## config.mk

```make
export PLATFORM = sky130hd
export DESIGN_NAME = sat_expand
export DESIGN_NICKNAME = d
export VERILOG_FILES = /design/src/rtl/sat_expand_pkg.sv /design/src/rtl/sat_expand_peak_win.sv /design/src/rtl/sat_expand.sv
export SDC_FILE = /design/constraint.sdc
export NUM_CORES = 1
export LEC_CHECK = 0
export BUFFER_PORTS_ARGS = -buffer_cell sky130_fd_sc_hd__buf_2
export CAP_MARGIN = 10
export CORE_ASPECT_RATIO = 0.6
export CORE_MARGIN = 2
export CORE_UTILIZATION = 59
export CTS_CLUSTER_DIAMETER = 60
export DETAILED_ROUTE_END_ITERATION = 7
export GPL_ROUTABILITY_DRIVEN = 0
export PLACE_DENSITY_LB_ADDON = 0.05
export SYNTH_ARGS = -nofsm -noshare
export SYNTH_HDL_FRONTEND = slang
export SYNTH_SLANG_ARGS = --single-unit
export TNS_END_PERCENT = 10
```

## constraint.sdc

```tcl
create_clock -name clk -period 6.2 [get_ports clk]
set_input_delay 1.24 -clock clk [delete_from_list [all_inputs] [get_ports clk]]
set_output_delay 1.24 -clock clk [all_outputs]
set_load 0.02 [all_outputs]
```

## src/rtl/sat_expand_pkg.sv

```systemverilog
// ============================================================================
//  sat_expand_pkg : shared state encodings and threshold margins
//  Rev 1.0
// ============================================================================
`default_nettype none

package sat_expand_pkg;

    typedef logic [0:0] state_t;

    localparam state_t ST_TRACK = 1'b0;
    localparam state_t ST_HOLD  = 1'b1;

    // Thresholds sit this many bits below the output full-scale bit.
    localparam int HOT_MARGIN  = 2;
    localparam int COLD_MARGIN = 3;

endpackage : sat_expand_pkg

`default_nettype wire

```

## src/rtl/sat_expand_peak_win.sv

```systemverilog
// ============================================================================
//  sat_expand_peak_win : sample window counter with running peak magnitude
//  Rev 1.0
// ============================================================================
`default_nettype none

module sat_expand_peak_win
    import sat_expand_pkg::*;
#(
    parameter int isz = 17,
    parameter int WIN = 1024
) (
    input  logic           clk,
    input  logic           reset,
    input  logic           force_clr,
    input  logic           smp,
    input  logic           hot,
    input  logic [isz:0]   mag,
    output logic           win_end,
    output logic           cold
);

    localparam int             CW      = (WIN > 1) ? $clog2(WIN) : 1;
    localparam logic [CW-1:0]  WIN_LAST = CW'(WIN - 1);
    localparam logic [CW-1:0]  CNT_ONE = 1;
    localparam logic [isz:0]   MAG_ONE = 1;
    localparam logic [isz:0]   COLD_TH = MAG_ONE << (isz - COLD_MARGIN);

    logic [CW-1:0] win_q, win_d;
    logic [isz:0]  peak_q, peak_d;
    logic [isz:0]  w_peak_max;

    // The current sample is folded into the peak so the window-end decision
    // covers every sample of the window, including the last one.
    assign w_peak_max = (mag > peak_q) ? mag : peak_q;
    assign win_end    = (win_q == WIN_LAST);
    assign cold       = (w_peak_max < COLD_TH);

    always_comb begin
        win_d  = win_q;
        peak_d = peak_q;
        if (force_clr) begin
            win_d  = '0;
            peak_d = '0;
        end else if (smp) begin
            if (hot || win_end) begin
                win_d  = '0;
                peak_d = '0;
            end else begin
                win_d  = win_q + CNT_ONE;
                peak_d = w_peak_max;
            end
        end
    end

    always_ff @(posedge clk or posedge reset) begin
        if (reset) begin
            win_q  <= '0;
            peak_q <= '0;
        end else begin
            win_q  <= win_d;
            peak_q <= peak_d;
        end
    end

endmodule : sat_expand_peak_win

`default_nettype wire

```

## src/rtl/sat_expand.sv

```systemverilog
// ============================================================================
//  sat_expand : widens signed samples with a power-of-two gain and auto-gain
//  Rev 1.0
// ============================================================================
`default_nettype none

module sat_expand
    import sat_expand_pkg::*;
#(
    parameter int isz = 17,
    parameter int osz = 12,
    parameter int WIN = 1024,
    parameter int SHW = 3
) (
    input  logic                  clk,
    input  logic                  reset,
    input  logic                  ena,
    input  logic signed [osz-1:0] in,
    input  logic                  auto,
    input  logic [SHW-1:0]        man_shift,
    output logic signed [isz-1:0] out,
    output logic                  valid,
    output logic [SHW-1:0]        shift,
    output logic [15:0]           clip_cnt
);

    localparam logic [SHW-1:0] SMAX    = SHW'(isz - osz);
    localparam logic [SHW-1:0] SH_ONE  = 1;
    localparam logic [isz:0]   MAG_ONE = 1;
    localparam logic [isz:0]   HOT_TH  = MAG_ONE << (isz - HOT_MARGIN);

    // Stage 1: sign-extended sample plus the shift it was captured with
    logic                  v1_q;
    logic signed [isz-1:0] ext_q;
    logic [SHW-1:0]        sh1_q;

    // Stage 2 / control state
    logic signed [isz-1:0] out_q;
    logic                  valid_q;
    state_t                state_q, state_d;
    logic [SHW-1:0]        shift_q, shift_d;
    logic [15:0]           clip_q,  clip_d;

    logic signed [isz-1:0] w_wide;
    logic [isz:0]          w_wide_x;
    logic [isz:0]          w_mag;
    logic                  w_hot;
    logic                  w_win_end;
    logic                  w_cold;

    always_ff @(posedge clk or posedge reset) begin
        if (reset) begin
            v1_q  <= 1'b0;
            ext_q <= '0;
            sh1_q <= '0;
        end else begin
            v1_q <= ena;
            if (ena) begin
                ext_q <= {{(isz - osz){in[osz-1]}}, in};
                sh1_q <= shift_q;
            end
        end
    end

    // Shift never exceeds isz-osz, so the widened value cannot overflow.
    assign w_wide   = ext_q <<< sh1_q;
    assign w_wide_x = {w_wide[isz-1], w_wide};
    assign w_mag    = w_wide[isz-1] ? -w_wide_x : w_wide_x;
    assign w_hot    = v1_q && (w_mag >= HOT_TH);

    sat_expand_peak_win #(
        .isz (isz),
        .WIN (WIN)
    ) u_peak_win (
        .clk       (clk),
        .reset     (reset),
        .force_clr (~auto),
        .smp       (v1_q),
        .hot       (w_hot),
        .mag       (w_mag),
        .win_end   (w_win_end),
        .cold      (w_cold)
    );

    always_comb begin
        state_d = state_q;
        shift_d = shift_q;
        clip_d  = clip_q;
        if (!auto) begin
            state_d = ST_TRACK;
            shift_d = (man_shift > SMAX) ? SMAX : man_shift;
        end else if (v1_q) begin
            // A hot sample takes priority over a coincident window end.
            if (w_hot) begin
                shift_d = (shift_q != '0) ? (shift_q - SH_ONE) : '0;
                state_d = ST_HOLD;
            end else if (w_win_end) begin
                if ((state_q == ST_TRACK) && w_cold && (shift_q < SMAX))
                    shift_d = shift_q + SH_ONE;
                state_d = ST_TRACK;
            end
        end
        if (w_hot && (clip_q != 16'hFFFF))
            clip_d = clip_q + 16'd1;
    end

    always_ff @(posedge clk or posedge reset) begin
        if (reset) begin
            out_q   <= '0;
            valid_q <= 1'b0;
            state_q <= ST_TRACK;
            shift_q <= '0;
            clip_q  <= '0;
        end else begin
            valid_q <= v1_q;
            if (v1_q)
                out_q <= w_wide;
            state_q <= state_d;
            shift_q <= shift_d;
            clip_q  <= clip_d;
        end
    end

    assign out      = out_q;
    assign valid    = valid_q;
    assign shift    = shift_q;
    assign clip_cnt = clip_q;

endmodule : sat_expand

`default_nettype wire

```

==> results of run 1 <==
power by group:
group / internal (mW) / total, mW / switching (mW)
Combinational: 0.572 / 1.38 / 0.808
Clock: 0.320 / 0.525 / 0.205
Sequential: 0.662 / 0.823 / 0.161
how the worst min path moves through the flow:
stage / start / to / slack, ns
after floorplan: v1_q$_DFF_PP0_ / valid$_DFF_PP0_ / 0.46
after global placement: v1_q$_DFF_PP0_ / valid$_DFF_PP0_ / 0.46
after detailed placement: v1_q$_DFF_PP0_ / valid$_DFF_PP0_ / 0.45
after CTS: v1_q$_DFF_PP0_ / valid$_DFF_PP0_ / 0.46
after global routing: v1_q$_DFF_PP0_ / valid$_DFF_PP0_ / 0.48
final: v1_q$_DFF_PP0_ / valid$_DFF_PP0_ / 0.46
registers in the layout (all words and copies together), names as in the netlist:
register	count
clip_cnt	16
ext_q	12
out	17
sh1_q	3
shift	3
state_q	1
u_peak_win.peak_q	18
u_peak_win.win_q	10
v1_q	1
valid	1
layer usage:
metal | track usage (%) | vias to the layer above
met5 | 0 | -
met4 | 7.54 | 0
met2 | 39.4 | 128
li1 | - | 1821
met3 | 6.14 | 9
met1 | 42.1 | 1858
critical path, delay by kind of cell (launching register included):
family / cells / cell delay (ns)
compound gates: 7 / 1.56
fa+ha+maj: 1 / 0.30
buf+inv: 1 / 0.18
flops: 1 / 0.92
mux: 2 / 1.13
simple gates: 6 / 1.25
per-stage QoR:
stage	cell area, um2	hold slack (ns)
2_1_floorplan	4980	0.462
3_3_place_gp	5320	0.456
3_5_place_dp	5320	0.446
4_1_cts	5610	0.459
5_1_grt	5610	0.480
6_report	5610	0.462
cell type report:
class                           count  area (um2)  area share (%)
Clock buffer                       12         246            4.40
Clock inverter                      3        40.0           0.714
Inverter                           33         125            2.23
Multi-Input combinational cell    349        2700            48.2
Sequential cell                    82        2050            36.6
Tap cell                          108         135            2.41
Timing Repair Buffer               59         305            5.45
layout by cell type, fill, tap and decap left out, types with 3 or more instances in the layout:
master and n:
mux4_1 7, o21ai_0 19, xor2_1 18, o21a_1 3, nand2b_1 4, or2_2 4
nand2_1 31, nand3_1 9, mux2_2 26, dfrtp_1 82, and3_1 8, buf_4 4
o31ai_1 4, nor3_1 7, clkinv_2 3, inv_1 31, a21oi_1 27, a22o_1 16
nor2b_1 5, xnor2_1 18, and2_1 4, buf_2 55, mux2i_1 12, nor2_1 46
a21o_1 9, nand4_1 12, ha_1 25, clkbuf_16 9
logic make-up (layout without fill, tap and decap cells):
| group | after synthesis | count (layout) | share of synthesized area [%] |
|---|---|---|---|
| xor gates and xnor gates | 36 | 36 | 6.33 |
| DFF | 82 | 82 | 41.2 |
| other | 1 | 1 | 0.0753 |
| adders and majority gates | 25 | 25 | 6.28 |
| buffers and inverters | 50 | 107 | 4.55 |
| and+or+nand+nor | 142 | 142 | 14.8 |
| muxes | 48 | 48 | 13.3 |
| AOI/OAI and AO/OA | 97 | 97 | 13.5 |
==> results.cfg, run 1 <==
[synth]
avgSynthCellArea_um2 = 10.4
synthFlopType = dfrtp_1
synth_edf_count = 0
synthTopCellsByArea = dfrtp_1 41%, ha_1 6.3%, mux2_2 5.9%
yosysTopAreaCellShare_pct = 41.2
yosysTopAreaCell = dfrtp_1
syn_nets = 525
synthTopCellsByCount = 82 x dfrtp_1, 46 x nor2_1, 32 x inv_1, 31 x nand2_1, 27 x a21oi_1
ys_ff_latch = 82
async_flop_share_pct = 100
syn_area_mm2 = 0.00498
synthCells = 481
ys_warn_count = 0
synth_cell_type_count = 62
synth_seq_area_share_pct = 41.2
synth.most_common_cell = dfrtp_1

[global_routing]
grt_antenna_before_repair = 0
grt_usage_pct = 27.5
grt_max_degree = 83
grt_pass1_wl_um = 19200
grt_overflow = 0
grt_pass1_vias = 3674

[cells_and_area]
layout.core_utilization_pct = 69.7
layout.cells.non_filler = 646
fin_nets = 578
drive_above_1_share_pct = 22.5
nFillCells = 598
diodes = 0
syn2layout_area_growth_pct = 12.6

[clock_network]
cts-root-buf = clkbuf_16
cts_tree = yes
cts.sinks = 82
cts_buffer_depth = 2
post_cts.repair.setup_buffers = 0
numCtsBuffers = 9
cts_hold_buffers = 0
path_clk_slew_ns = 0.06
cts_resized = 0
clkLatencyLatePin_ns = 0.34
cts_max_level = 3

[timing]
finalCriticalPeriod_ns = 5.45
fmaxAchievable_ghz = 0.184
setup_viol = 0
final-hold-violation-count = 0
drv_slew = 0
worst_slew_pin_slew_ns = 1.06
final.setup_skew_ns = 0.00700
setup_slack_ns = 0.752
fin_tns_setup_ns = 0
rsz0062_at_grt = false
slew_headroom_pct = 29.7
post-route-period-util_pct = 87.9

[routing]
routed_via_density = 5.91
wl_per_cell_um = 18.1
wl_met2_um = 4900
dr.first_iter.drc_count = 300
routed_wirelength_um = 11700
dr_wl_met3_um = 860
wl_met1_um = 5870
first_pass_iters = 5
drcViolationCount = 0
ant_nets = 0
topRoutingLayerUsed = met4
vias = 3816

[placed_design]
dp_hpwl_um = 8320
numPortBuffers = 55
placedCellCount = 631
pre_cts_ws_ns = 0.901

[worst_setup_path]
start_kind = flip-flop
end_kind = flip-flop
crit_required_ns = 6.46
crit_start = sh1_q[0]$_DFFE_PP0P_
endpoint = u_peak_win.peak_q[14]$_DFFE_PP0P_
crit_fanout = 23
r2r_slack_ns = 0.75
r2r-start = sh1_q[0]$_DFFE_PP0P_
critical-path-max-stage-delay_ns = 0.92
crit_top_cell = a21o_1
arrival_ns = 5.71
crit_type = flip-flop to flip-flop
rr_worst_depth = 17
cpMaxStageDelayCell = dfrtp_1
path_cells = mux4_1, mux2i_1, nand2_2, nor4b_4, and3_2, nor3_1, or2_2, ha_1, a21o_1, a21o_1, a21oi_1, nand2_1, o31ai_1, buf_4, o211ai_2, a21oi_4, a22o_1
reg2reg_to = u_peak_win.peak_q[14]$_DFFE_PP0P_

[power_and_ir_drop]
ir_worst_vdd_v = 0.000246
powerDensity_mw_per_mm2 = 487
power_mw = 2.73
p_leak_nw = 2.60

[worst_hold_path]
whs_path_depth = 0
worstHoldPathType = flip-flop to flip-flop

[floorplanning]
dieArea_mm2 = 0.00922
initial_core_util_pct = 62.0
core_mm2 = 0.00804
die_x_um = 123
rows = 25
num_io_pins = 56
die_h_um = 75.2

[flow_run]
drv_cap = 0

[status]
status = finished clean
No activity file was read; power rests on OpenSTA's default activity.
==> inputs of run 2 (changes only) <==
--- a/config.mk
+++ b/config.mk
@@ -5,6 +5,7 @@
 export SDC_FILE = /design/constraint.sdc
 export NUM_CORES = 1
 export LEC_CHECK = 0
+export ABC_AREA = 1
 export BUFFER_PORTS_ARGS = -buffer_cell sky130_fd_sc_hd__buf_2
 export CAP_MARGIN = 10
 export CORE_ASPECT_RATIO = 0.6
@@ -13,6 +14,7 @@
 export CTS_CLUSTER_DIAMETER = 60
 export DETAILED_ROUTE_END_ITERATION = 7
 export GPL_ROUTABILITY_DRIVEN = 0
+export GPL_TIMING_DRIVEN = 0
 export PLACE_DENSITY_LB_ADDON = 0.05
 export SYNTH_ARGS = -nofsm -noshare
 export SYNTH_HDL_FRONTEND = slang
==> run 2 against run 1 <==
Flip-flop and latch count stayed put. Hold slack gained 0.016 ns. Non-clock buffer count increased by 14. Synthesized area up 3.7%. Design area increased by 5.6%. Sequential share of layout area fell by 1.9 points. Die area up 3.5%. Worst setup slack improved by 1.3 ns. Combinational power grew 12%. Fmax rose by 32%. First-iteration DRC count up 1.0%. Synthesized cell count is 34% higher.
==> results.cfg, run 2 <==
[routing]
wl_per_cell_um = 14.4
drcViolationCount = 0
routed_wirelength_um = 11900
routed_via_density = 5.44
ant_nets = 0
vias = 4505
first_pass_iters = 5
dr.first_iter.drc_count = 303

[synth]
synthTopCellsByCount = 183 x nand2_1, 82 x dfrtp_1, 64 x inv_1, 53 x nand3_1, 42 x o21ai_0
avgSynthCellArea_um2 = 8.00
syn_area_mm2 = 0.00516
async_flop_share_pct = 100
ys_ff_latch = 82
ys_warn_count = 0
synth_edf_count = 0
synth_seq_area_share_pct = 39.7
syn_nets = 690
yosysTopAreaCellShare_pct = 39.7
yosysTopAreaCell = dfrtp_1
synth.most_common_cell = nand2_1
synthFlopType = dfrtp_1
synthTopCellsByArea = dfrtp_1 40%, nand2_1 13%, ha_1 6.1%
synthCells = 646
synth_cell_type_count = 40

[clock_network]
cts_max_level = 3
post_cts.repair.setup_buffers = 0
cts_hold_buffers = 0
cts_resized = 0
cts_tree = yes
numCtsBuffers = 9
cts-root-buf = clkbuf_16
cts_buffer_depth = 2
path_clk_slew_ns = 0.06
clkLatencyLatePin_ns = 0.34
cts.sinks = 82

[global_routing]
grt_usage_pct = 26.3
grt_antenna_before_repair = 0
grt_pass1_vias = 4326
grt_max_degree = 57
grt_pass1_wl_um = 20300
grt_overflow = 0

[timing]
drv_slew = 0
final-hold-violation-count = 0
slew_headroom_pct = 54.8
worst_slew_pin_slew_ns = 0.675
final.setup_skew_ns = 0.00590
post-route-period-util_pct = 66.4
rsz0062_at_grt = false
hold_slack_ns = 0.478
setup_viol = 0
fmaxAchievable_ghz = 0.243
fin_tns_setup_ns = 0
finalCriticalPeriod_ns = 4.12

[power_and_ir_drop]
p_sw_mw = 1.31
internal_power_mw = 1.57
pwr-share-comb_pct = 53.7
switching_share_pct = 45.5
powerDensity_mw_per_mm2 = 486
p_leak_nw = 2.93
power_mw = 2.88
p_seq_share_pct = 26.7
ir_worst_vdd_v = 0.000279
p_clk_share_pct = 19.6

[floorplanning]
rows = 26
die_h_um = 76.5
initial_core_util_pct = 60.8
core_mm2 = 0.00849
die_x_um = 125
num_io_pins = 56
dieArea_mm2 = 0.00954

[cells_and_area]
syn2layout_area_growth_pct = 14.6
mostFrequentLayoutCells = 183 x nand2_1, 82 x dfrtp_1, 63 x inv_1, 56 x buf_2, 53 x nand3_1
final_common_cell = nand2_1
regMostFlops = u_peak_win.peak_q
fin_nets = 757
largest_reg_flops = 18
nFillCells = 697
diodes = 0
drive_above_1_share_pct = 20.7

[worst_setup_path]
crit_required_ns = 6.47
crit_type = flip-flop to flip-flop
rr_worst_depth = 26
crit_fanout = 10
start_kind = flip-flop
arrival_ns = 4.39
r2r_slack_ns = 2.08
end_kind = flip-flop

[status]
status = finished clean

[worst_hold_path]
worstHoldPathType = flip-flop to flip-flop
whs_path_depth = 2

[flow_run]
drv_cap = 0

[placed_design]
dp_hpwl_um = 8990
numPortBuffers = 55
[run 2: cell types whose count changed after synthesis, moves of 13 or more]
cell,change
nand2_1,+152
nand3_1,+44
inv_1,+32
o21ai_0,+23
a22o_1,-16
mux2_2,-15
a21oi_1,-13
nand2_2,+13
[run 2: per-layer routing]
metal  track usage [%]  vias up  part of all wire, %
li1                  -     2225                    -
met1              37.7     2135                   50
met2              39.9      127                   44
met3              6.39       18                  4.7
met4              7.64        0                  1.3
met5                 0        -                    0
[run 2: path summary, 6_finish.rpt]
kind / start / end
setup / recovery: sh1_q[0]$_DFFE_PP0P_ / shift[0]$_DFFE_PP0P_
hold / removal: out[7]$_DFFE_PP0P_ / out[7]$_DFFE_PP0P_
setup reg to reg: sh1_q[0]$_DFFE_PP0P_ / shift[0]$_DFFE_PP0P_
hold reg to reg: out[7]$_DFFE_PP0P_ / out[7]$_DFFE_PP0P_
max in group asynchronous: reset / u_peak_win.peak_q[9]$_DFFE_PP0P_
min in group asynchronous: reset / ext_q[10]$_DFFE_PP0P_
[run 2: per-stage QoR]
| stage | worst slack (ns) | cell area, um2 | cells | utilization (%) |
|---|---|---|---|---|
| 2_1_floorplan | 2.84 | 5160 | 646 | - |
| 3_3_place_gp | 1.89 | 5580 | 813 | 65.7 |
| 3_5_place_dp | 2.19 | 5610 | 814 | 66.1 |
| 4_1_cts | 2.14 | 5920 | 828 | 69.7 |
| 5_1_grt | 1.71 | 5920 | 828 | 69.7 |
| 6_report | 2.08 | 5920 | 828 | 69.7 |
[run 2: final cells by class]
cell class              instances  area (um2)  share of cell area (%)
multi-input cells             476        2730                    46.1
plain buffers                  17         118                    1.99
well taps                     112         140                    2.37
inverters                      71         269                    4.55
clock inverters                 3        65.1                    1.10
clock buffers                  11         243                    4.10
repair buffers                 56         303                    5.12
flip-flops and latches         82        2050                    34.7
[run 2: logic make-up after synthesis]
group,after synthesis,share of synthesized area (%)
AOI/OAI and AO/OA,78,8.92
xor gates and xnor gates,32,5.43
other,1,0.0726
buffers and inverters,88,7.44
DFF,82,39.7
muxes,11,2.40
and+or+nand+nor,329,30.0
adders and majority gates,25,6.06
[run 2: power by group through the flow]
stage / Clock, mW / Sequential [mW] / Combinational, mW
4_1_cts: 0.574 / 0.769 / 1.54
6_report: 0.563 / 0.769 / 1.55
3_5_place_dp: 0 / 0.777 / 1.53
5_1_grt: 0.595 / 0.789 / 1.73
3_3_place_gp: 0 / 0.772 / 1.47
2_1_floorplan: 0 / 0.846 / 1.07
[run 2: worst max-delay path, cell delays in order (launching register included)]
cell and delay (ns):
dfrtp_1 0.41, buf_4 0.18, nand2_1 0.10, nand2_1 0.07, nand2_1 0.08, nand2_1 0.09, a21oi_4 0.30, inv_2 0.09
clkbuf_1 0.23, a21oi_1 0.23, xnor2_1 0.17, inv_1 0.09, ha_1 0.33, nand4_1 0.15, nor3_1 0.25, nand3_1 0.11
nand3_1 0.10, nand2_1 0.22, inv_1 0.17, nand3_1 0.11, nand2_1 0.12, nor2_1 0.05, nand3_1 0.09, nand2_1 0.07
nand2_1 0.12, nand2_1 0.07, nand2_1 0.06
==> inputs of run 3 (changes only) <==
--- a/config.mk
+++ b/config.mk
@@ -10,7 +10,7 @@
 export CAP_MARGIN = 10
 export CORE_ASPECT_RATIO = 0.6
 export CORE_MARGIN = 2
-export CORE_UTILIZATION = 59
+export CORE_UTILIZATION = 54
 export CTS_CLUSTER_DIAMETER = 60
 export DETAILED_ROUTE_END_ITERATION = 7
 export GPL_ROUTABILITY_DRIVEN = 0
==> constraint.sdc (replaced) <==
create_clock -name clk -period 3.6 [get_ports clk]
set_input_delay 0.72 -clock clk [delete_from_list [all_inputs] [get_ports clk]]
set_output_delay 0.72 -clock clk [all_outputs]
set_load 0.02 [all_outputs]
==> run 3 against run 2 <==
The flow now finishes with violations (setup timing). Sequential power is 74% higher. Clock power is 70% higher. Final cell count is 6.3% higher. Flip-flop and latch count stayed put. Register-to-register slack worse by 2.2 ns. Worst setup slack worse by 2.2 ns. Utilization is 3.2 points higher. Via count is 5.3% higher. Critical path depth is 1 lower. Largest cell class unchanged. Highest routed layer unchanged.
==> results.cfg, run 3 (synthesis gave the netlist of run 2 again) <==
[status]
status = complete, but fails checks
violations = setup timing

[power_and_ir_drop]
power_mw = 5.93
powerDensity_mw_per_mm2 = 881
ir_worst_vdd_v = 0.000418
p_leak_nw = 3.26

[cells_and_area]
fin_area_mm2 = 0.00673
regMostFlops = u_peak_win.peak_q
diodes = 0
layout.core_utilization_pct = 72.9
largest_reg_flops = 18
final_common_cell = nand2_1
layout.cells.non_filler = 880
fin_nets = 789
syn2layout_area_growth_pct = 30.2
mostFrequentLayoutCells = 152 x nand2_1, 79 x dfrtp_1, 61 x inv_1, 55 x buf_2, 38 x nand3_1
drive_above_1_share_pct = 34.0

[floorplanning]
rows = 27
die_x_um = 130
num_io_pins = 56
dieArea_mm2 = 0.0104
die_h_um = 79.8
core_mm2 = 0.00922
initial_core_util_pct = 56.0

[global_routing]
grt_usage_pct = 25.6
grt_max_degree = 72
grt_overflow = 0
grt_antenna_before_repair = 0
grt_pass1_vias = 4195
grt_pass1_wl_um = 20700

[worst_setup_path]
crit_required_ns = 3.87
crit_type = flip-flop to flip-flop
end_kind = flip-flop
rr_worst_depth = 25
arrival_ns = 4.00
r2r-start = sh1_q[0]$_DFFE_PP0P_
endpoint = u_peak_win.peak_q[2]$_DFFE_PP0P_
crit_fanout = 10
reg2reg_to = u_peak_win.peak_q[2]$_DFFE_PP0P_
crit_start = sh1_q[0]$_DFFE_PP0P_
r2r_slack_ns = -0.13
start_kind = flip-flop

[placed_design]
pre_cts_ws_ns = -0.382
numPortBuffers = 55
placedCellCount = 832
dp_hpwl_um = 9140
postPlaceCellArea_mm2 = 0.00563

[routing]
first_pass_iters = 5
drcViolationCount = 0
dr.first_iter.drc_count = 379
routed_via_density = 5.39
routed_wirelength_um = 13700
wl_per_cell_um = 15.6
ant_nets = 0
vias = 4744

[timing]
setup_slack_ns = -0.131
final.setup_skew_ns = 0.00522
worst_slew_pin_slew_ns = 0.678
fmaxAchievable_ghz = 0.268
rsz0062_at_grt = true
slew_headroom_pct = 54.6
hold_slack_ns = 0.279
setup_viol = 14
post-route-period-util_pct = 104
drv_slew = 0
finalCriticalPeriod_ns = 3.73
final-hold-violation-count = 0
fin_tns_setup_ns = -1.48

[clock_network]
cts-root-buf = clkbuf_16
cts_max_level = 3
path_clk_slew_ns = 0.06
clkLatencyLatePin_ns = 0.35
cts.sinks = 82
cts_tree = yes
numCtsBuffers = 9
cts_buffer_depth = 2
cts_hold_buffers = 0

[worst_hold_path]
worstHoldPathType = primary input to async pin

[flow_run]
drv_cap = 0
## run 3: worst min-delay path by stage
stage	start	to	cells past startpoint
global placement	out[2]$_DFFE_PP0P_	out[2]$_DFFE_PP0P_	2
global route	reset	clip_cnt[3]$_DFFE_PP0P_	2
finish	reset	clip_cnt[1]$_DFFE_PP0P_	2
detailed placement	out[15]$_DFFE_PP0P_	out[15]$_DFFE_PP0P_	2
CTS	reset	clip_cnt[1]$_DFFE_PP0P_	2
floorplan	u_peak_win.win_q[1]$_DFFE_PP0P_	u_peak_win.win_q[1]$_DFFE_PP0P_	2
## run 3: power breakdown
group / switching [mW] / internal [mW]
Sequential: 0.188 / 1.16
Combinational: 2.19 / 1.43
Clock: 0.381 / 0.578
## run 3: critical path, cell delays in order, from the launching register on
cell	delay, ns
dfrtp_2	0.43
clkinv_4	0.11
buf_12	0.15
nand2_2	0.08
nand3_2	0.08
nand2_2	0.10
nand2_2	0.08
nand2_4	0.12
nand2_4	0.09
nor2_4	0.15
nand2_4	0.07
nor2_4	0.10
nor2_2	0.05
xor2_1	0.21
inv_1	0.13
ha_4	0.28
nand4_1	0.15
nor3_2	0.18
nand3_1	0.13
nand3_2	0.14
nand2_8	0.09
buf_12	0.14
nor3_4	0.25
buf_6	0.18
nand2_1	0.08
o21ai_2	0.06
## run 3: timing repair
action	CTS	global route
buffers inserted	10	20
gates cloned	0	2
resized for setup	28	103
pin swaps	15	46
setup endpoints to repair	21	21
## run 3: area by class of cell
cell class	count	area, um2
fillers	704	2500
plain buffers	17	160
inverters	71	282
multi-input cells	476	3180
repair buffers	88	584
flip-flops and latches	82	2060
well taps	130	163
clock inverters	3	46.3
clock buffers	13	260
## run 3: routing by layer
metal	global-route usage (%)	vias to the layer above	share of wire (%)
met3	6.64	27	5.7
li1	-	2291	-
met2	36.9	160	46
met1	37.8	2266	47
met4	7.10	0	1.4
met5	0	-	0
